===== src/rtl/serial_adder_fsm.sv =====
// Bit-serial adder: one FA evaluation per clock, LSB first, with done pulse.
// Optional signed-overflow flag enabled by defining SERIAL_ADD_OVF_EN.
//
// state | meaning
// IDLE  | waiting for start; last result held on outputs
// RUN   | one bit pair per clock through the full adder
// DONE  | one-cycle done pulse; result valid

module FA (
  input  logic a,
  input  logic b,
  input  logic cin,
  output logic cout,
  output logic sum
);
  assign sum  = a ^ b ^ cin;
  assign cout = (a & b) | (cin & (a ^ b));
endmodule

module serial_adder_fsm #(
  parameter int WIDTH = 8
) (
  input  logic             clk,
  input  logic             rst,
  input  logic             start,
  input  logic [WIDTH-1:0] a_in,
  input  logic [WIDTH-1:0] b_in,
  input  logic             cin_in,
  output logic             busy,
  output logic             done,
  output logic [WIDTH-1:0] sum_out,
  output logic             cout_out,
  output logic             ovf
);
  localparam int CW = (WIDTH > 1) ? $clog2(WIDTH) : 1;

  typedef enum logic [1:0] {IDLE, RUN, DONE} state_t;

  state_t           state, state_nxt;
  logic             load;
  // acc starts as operand A; sum bits enter at the top as A bits leave the bottom
  logic [WIDTH-1:0] acc, acc_nxt;
  logic [WIDTH-1:0] b_sr;
  logic             carry;
  logic [CW-1:0]    cnt;
  logic             last_bit;
  logic             fa_sum, fa_cout;

  FA u_fa (
    .a    (acc[0]),
    .b    (b_sr[0]),
    .cin  (carry),
    .cout (fa_cout),
    .sum  (fa_sum)
  );

  assign last_bit = (cnt == CW'(WIDTH - 1));

  generate
    if (WIDTH == 1) begin : g_acc_w1
      assign acc_nxt = fa_sum;
    end else begin : g_acc_wn
      assign acc_nxt = {fa_sum, acc[WIDTH-1:1]};
    end
  endgenerate

  always_ff @(posedge clk) begin
    if (rst) state <= IDLE;
    else     state <= state_nxt;
  end

  always_comb begin
    state_nxt = state;
    busy      = 1'b0;
    done      = 1'b0;
    load      = 1'b0;
    case (state)
      IDLE: begin
        if (start) begin
          state_nxt = RUN;
          load      = 1'b1;
        end
      end
      RUN: begin
        busy = 1'b1;
        if (last_bit) state_nxt = DONE;
      end
      DONE: begin
        done      = 1'b1;
        state_nxt = IDLE;
      end
      default: state_nxt = IDLE;
    endcase
  end

  always_ff @(posedge clk) begin
    if (rst) begin
      acc      <= '0;
      b_sr     <= '0;
      carry    <= 1'b0;
      cnt      <= '0;
      sum_out  <= '0;
      cout_out <= 1'b0;
    end else if (load) begin
      acc   <= a_in;
      b_sr  <= b_in;
      carry <= cin_in;
      cnt   <= '0;
    end else if (busy) begin
      acc   <= acc_nxt;
      b_sr  <= b_sr >> 1;
      carry <= fa_cout;
      cnt   <= cnt + CW'(1);
      if (last_bit) begin
        sum_out  <= acc_nxt;
        cout_out <= fa_cout;
      end
    end
  end

`ifdef SERIAL_ADD_OVF_EN
  // carry still holds the carry into the MSB during the last RUN cycle
  always_ff @(posedge clk) begin
    if (rst)                    ovf <= 1'b0;
    else if (busy && last_bit)  ovf <= carry ^ fa_cout;
  end
`else
  assign ovf = 1'b0;
`endif

endmodule


===== config.mk =====
export PLATFORM = sky130hd
export DESIGN_NAME = serial_adder_fsm
export DESIGN_NICKNAME = d
export VERILOG_FILES = /design/src/rtl/serial_adder_fsm.sv
export SDC_FILE = /design/constraint.sdc
export NUM_CORES = 1
export LEC_CHECK = 0
export CAP_MARGIN = 30
export CORE_ASPECT_RATIO = 1.2
export CORE_UTILIZATION = 40
export CTS_CLUSTER_DIAMETER = 50
export CTS_CLUSTER_SIZE = 25
export DETAILED_ROUTE_END_ITERATION = 10
export PLACE_DENSITY = 0.66
export REMOVE_ABC_BUFFERS = 1
export SYNTH_ARGS = -nofsm -noshare
export SYNTH_HDL_FRONTEND = slang
export SYNTH_HIERARCHICAL = 1
export SYNTH_SLANG_ARGS = --single-unit
export TNS_END_PERCENT = 30

===== constraint.sdc =====
create_clock -name clk -period 1.9 [get_ports clk]
set_input_delay 0.19 -clock clk [delete_from_list [all_inputs] [get_ports clk]]
set_output_delay 0.19 -clock clk [all_outputs]
set_load 0.01 [all_outputs]

[Word-level counts from Yosys, hierarchy flattened]
Cells that the tools add are included.
Operators by class
  add/sub/neg operators: 1
  equal/unequal tests: 5
  muxes and demuxes: 13
  bitwise gates (word level): 6
  reductions and logical operators: 5
Operator list (count)
  $mux 8: 4
  $mux 1: 6
  $mux 2: 2
  $ne 2x2->1 const B: 2
  $pmux 2 s2: 1
  $add 3x1->3 const B: 1
  $eq 3x3->1 const B: 1
  $reduce_and 3->1: 1
  $and 1x1->1: 2
  $eq 2x1->1 const B: 1
  $eq 2x2->1 const B: 1
  $logic_not 2->1: 1
  $reduce_and 2->1: 1
  $reduce_bool 2->1: 1
  $reduce_or 2->1: 1
  $xor 1x1->1: 2
  $not 1->1: 1
  $or 1x1->1: 1
Word-level totals
  register bits: 31
  input bits: 20
  output and inout port bits: 12
  word-level logic and storage cells: 37

[Depth between registers and ports, before layout]
Gate-level depths: netlist of the first run.
  word-level depth: 5
  gate-level depth with buffers: 7
  mapped depth without buffers: 5

[Cells and area by module]
Netlist of the first run, hierarchy kept.
By module, submodules not included
  serial_adder_fsm: instances 1, cells each 157, area each 1337.5 sq um, seq. area each 620.6 sq um
  FA: instances 1, cells each 1, area each 20.0 sq um, seq. area each 0.0 sq um

[Worst setup path after synthesis of the first run]
OpenSTA, ideal clock, no wires.
  kind: register -> register
  from: register cnt[0]
  to: register sum_out[0]
  arrival time: 1.308 ns
  setup slack: 0.463 ns
  cell stages (with the launch flop): 7
  path buffers: 1
  clock period less this slack: 1.437 ns
  cell sequence: dfxtp_1 ha_1 ha_1 buf_2 nand3b_1 mux2i_1 nor2_1
Between the ends
  longest elaborated chain between the ends: 2
Ends and longest elaborated chain
  start, declared: line 45  | logic [CW-1:0] cnt;
  start signal, assigned: line 113  | cnt <= cnt + CW'(1);
  $eq 3x3->1: line 57  | assign last_bit = (cnt == CW'(WIDTH - 1));
  $reduce_and 3->1 (no source line)
  end signal, assigned: line 115  | sum_out <= acc_nxt;
  end, declared: line 31  | output logic [WIDTH-1:0] sum_out,
No other way between the ends.
A chain may end at the register's enable or synchronous reset.

[Worst setup path in the final report of the first run]
  from: register state[1]
  to: output port done
Between the ends
  longest elaborated chain between the ends: 2
Ends and longest elaborated chain
  start, declared: line 39  | state_t state, state_nxt;
  start signal, assigned: line 69  | else state <= state_nxt;
  $eq 2x2->1: line 77  | case (state)
  $mux 1: line 77
  end, declared: line 30  | output logic done,
No other way between the ends.

==> results of run 1 <==
## final cells by class
cell class                      count  area, µm²
Inverter                            3       11.3
Clock inverter                      2       35.0
Clock buffer                        6       51.3
Sequential cell                    31        622
Fill cell                         314       1400
Tap cell                           36       45.0
Timing Repair Buffer               36        345
Multi-Input combinational cell    111        632
## layer usage
metal  share of wire  wire (µm)  track usage  vias up
met4           0.013         38       0.0938        0
li1                -          -            -      603
met1            0.44       1270        0.208      571
met2            0.50       1460        0.321       22
met5               0          0            0        -
met3           0.049        142       0.0552        5
## power by group
group / total [µW] / leakage [µW] / switching [µW] / internal, µW
Sequential: 716 / 0.000254 / 28.6 / 688
Combinational: 196 / 0.000351 / 98.0 / 98.4
Clock: 549 / 0.0000482 / 238 / 311
Total: 1460 / 0.000654 / 365 / 1100
## synthesized netlist by cell type, drive strengths merged
| cell type | instances |
|---|---|
| ha | 2 |
| nor3b | 1 |
| inv | 3 |
| mux2i | 3 |
| nand2b | 2 |
| buf | 10 |
| o21a | 1 |
| a211oi | 16 |
| or3b | 1 |
| dfxtp | 31 |
| nor2 | 22 |
| fa | 1 |
| nand3b | 1 |
| nor3 | 3 |
| nand3 | 9 |
| xnor2 | 1 |
| o2bb2ai | 2 |
| conb | 1 |
| o21ba | 1 |
| clkbuf | 3 |
| nand2 | 21 |
| a21oi | 21 |
| o22ai | 2 |
## state kept, by name, indices dropped and copies added, names as in the netlist
signal / flops
acc: 8
carry: 1
cnt: 3
b_sr: 8
sum_out: 8
cout_out: 1
state: 2
## worst paths after layout
check | startpoint | end | slack, ps | cells past startpoint
max reg2reg | state[1] | b_sr[5] | 520 | 3
min reg2reg | sum_out[6] | sum_out[6] | 460 | 2
min | b_in[7] | b_sr[7] | 410 | 3
max | state[1] | done | 110 | 3
## metrics by stage
step                      hold slack (ps)  std cells
after global placement                443        217
final                                 411        225
after floorplan                       257        145
after CTS                             407        225
after global routing                  428        225
after detailed placement              447        217
## kinds of logic (layout without fill, tap and decap cells)
kind of cell | Yosys count | in the layout | synth area share
xor gates and xnor gates | 1 | 1 | 0.00645
adders and majority gates | 3 | 3 | 0.0332
AOI/OAI and AO/OA | 43 | 43 | 0.201
muxes | 3 | 3 | 0.0221
other | 1 | 1 | 0.00276
DFF | 31 | 31 | 0.457
and+or+nand+nor | 60 | 60 | 0.200
buffers and inverters | 16 | 47 | 0.0774
## critical path: stages, from the launching register on
cell and delay, ps:
dfxtp_1 450, inv_1 140, nor2_1 130, clkdlybuf4s50_1 540
==> flow_metrics.py, run 1 <==
metrics = {
    "clocking": {
        "clock_path_buffers": 2,
        "cts_hold_buf": 0,
        "cts_tree": "done",
        "cts_setup_buffers": 0,
        "h-tree-depth": 2,
        "clk_latency_ps": 340,
        "cts_resized": 0,
        "cts-root-buf": "clkbuf_4",
        "cts_sinks": 31,
        "cts_buffers": 5,
        "clk_pin_slew_worst_paths_ps": 100,
    },
    "detailed_routing": {
        "drt_pass1_iterations": 4,
        "viasPerCell": 5.34,
        "ant_nets": 0,
        "vias": 1201,
        "drc_errors": 0,
        "wl_per_cell_um": 12.9,
        "drt_iter0_drc": 35,
        "drt_wl_total_mm": 2.91,
    },
    "place": {
        "port_buffers": 30,
        "pre_cts_slack_ps": 153,
        "dpl.hpwl_mm": 1.99,
        "routabilityCongestion": 0.777,
        "placed_cell_area_mm2": 0.00165,
    },
    "finish": {
        "nets": 211,
        "layout_common_cells": "dfxtp_1 (30), clkdlybuf4s50_1 (30), nor2_1 (21), nand2_1 (21), a21oi_1 (21)",
        "final_design_area_no_fill_mm2": 0.00174,
        "drive_above_1_share": 0.101,
        "syn2layout_area_growth_pct": 28.3,
        "antennaDiodeCount": 0,
        "postLayoutCoreUtil": 0.555,
    },
    "die": {
        "core_mm2": 0.00314,
        "rows": 22,
        "die_area_mm2": 0.00363,
        "io_pins": 32,
        "die_h_um": 65.8,
        "start_util": 0.433,
        "die_w_um": 55.2,
    },
    "yosys": {
        "yosysUniqueCellTypes": 27,
        "synth.area.top_cells": "dfxtp_1 (46%), a211oi_1 (8.8%), a21oi_1 (7.7%)",
        "yosysTopAreaCell": "dfxtp_1",
        "synth_area_mm2": 0.00136,
        "ys_warn_count": 6,
        "ys_ff_latch": 31,
        "synth.avg_cell_area_um2": 8.59,
        "ys_seq_area_frac": 0.457,
        "synth_cells": 158,
        "synth_top_area_share": 0.457,
    },
    "global_route": {
        "grt_util_all_layers": 0.190,
        "grt.overflow.total": 0,
        "first_global_vias": 1144,
        "grt_max_degree": 32,
        "antenna_found_initial": 0,
        "grt_pass1_wl_mm": 4.91,
    },
    "timing": {
        "fin_crit_sh": 0.940,
        "layout_min_cycle_time_ps": 1790,
        "worst_slack_ps": 113,
        "worstMarginPinSlew_ps": 502,
        "clock_skew_ps": 13.0,
        "setup_violations": 0,
        "hold_viol": 0,
        "drv_slew": 0,
        "rsz0062_at_grt": "false",
        "slew_headroom": 0.665,
        "max_freq_mhz": 560,
        "tns_ps": 0,
    },
    "setup_path": {
        "startpoint_type": "register",
        "cp.arrival_ps": 1600,
        "path_max_fanout": 6,
        "crit_required_ps": 1710,
        "cp-end-kind": "primary output",
        "crit_type": "reg -> out",
    },
    "power": {
        "finalPower_uw": 1460,
        "ir_worst_vdd_mv": 0.859,
        "power_per_cell_area_mw_per_mm2": 839,
        "p_leak_uw": 0.000654,
    },
    "flow_run": {
        "max_cap_viol_count": 0,
    },
    "min_path": {
        "hp-class": "in -> reg",
    },
    "run_status": {
        "status": "complete, no violations",
    },
}
Note: power is estimated with default switching activity, not from simulation.
==> run 2, diff against run 1 <==
--- a/config.mk
+++ b/config.mk
@@ -11,6 +11,7 @@
 export CTS_CLUSTER_DIAMETER = 50
 export CTS_CLUSTER_SIZE = 25
 export DETAILED_ROUTE_END_ITERATION = 10
+export HOLD_SLACK_MARGIN = 0.12
 export PLACE_DENSITY = 0.66
 export REMOVE_ABC_BUFFERS = 1
 export SYNTH_ARGS = -nofsm -noshare
==> results of run 2 <==
Same layout as run 1: the final DEF is identical, and so are final timing and power.
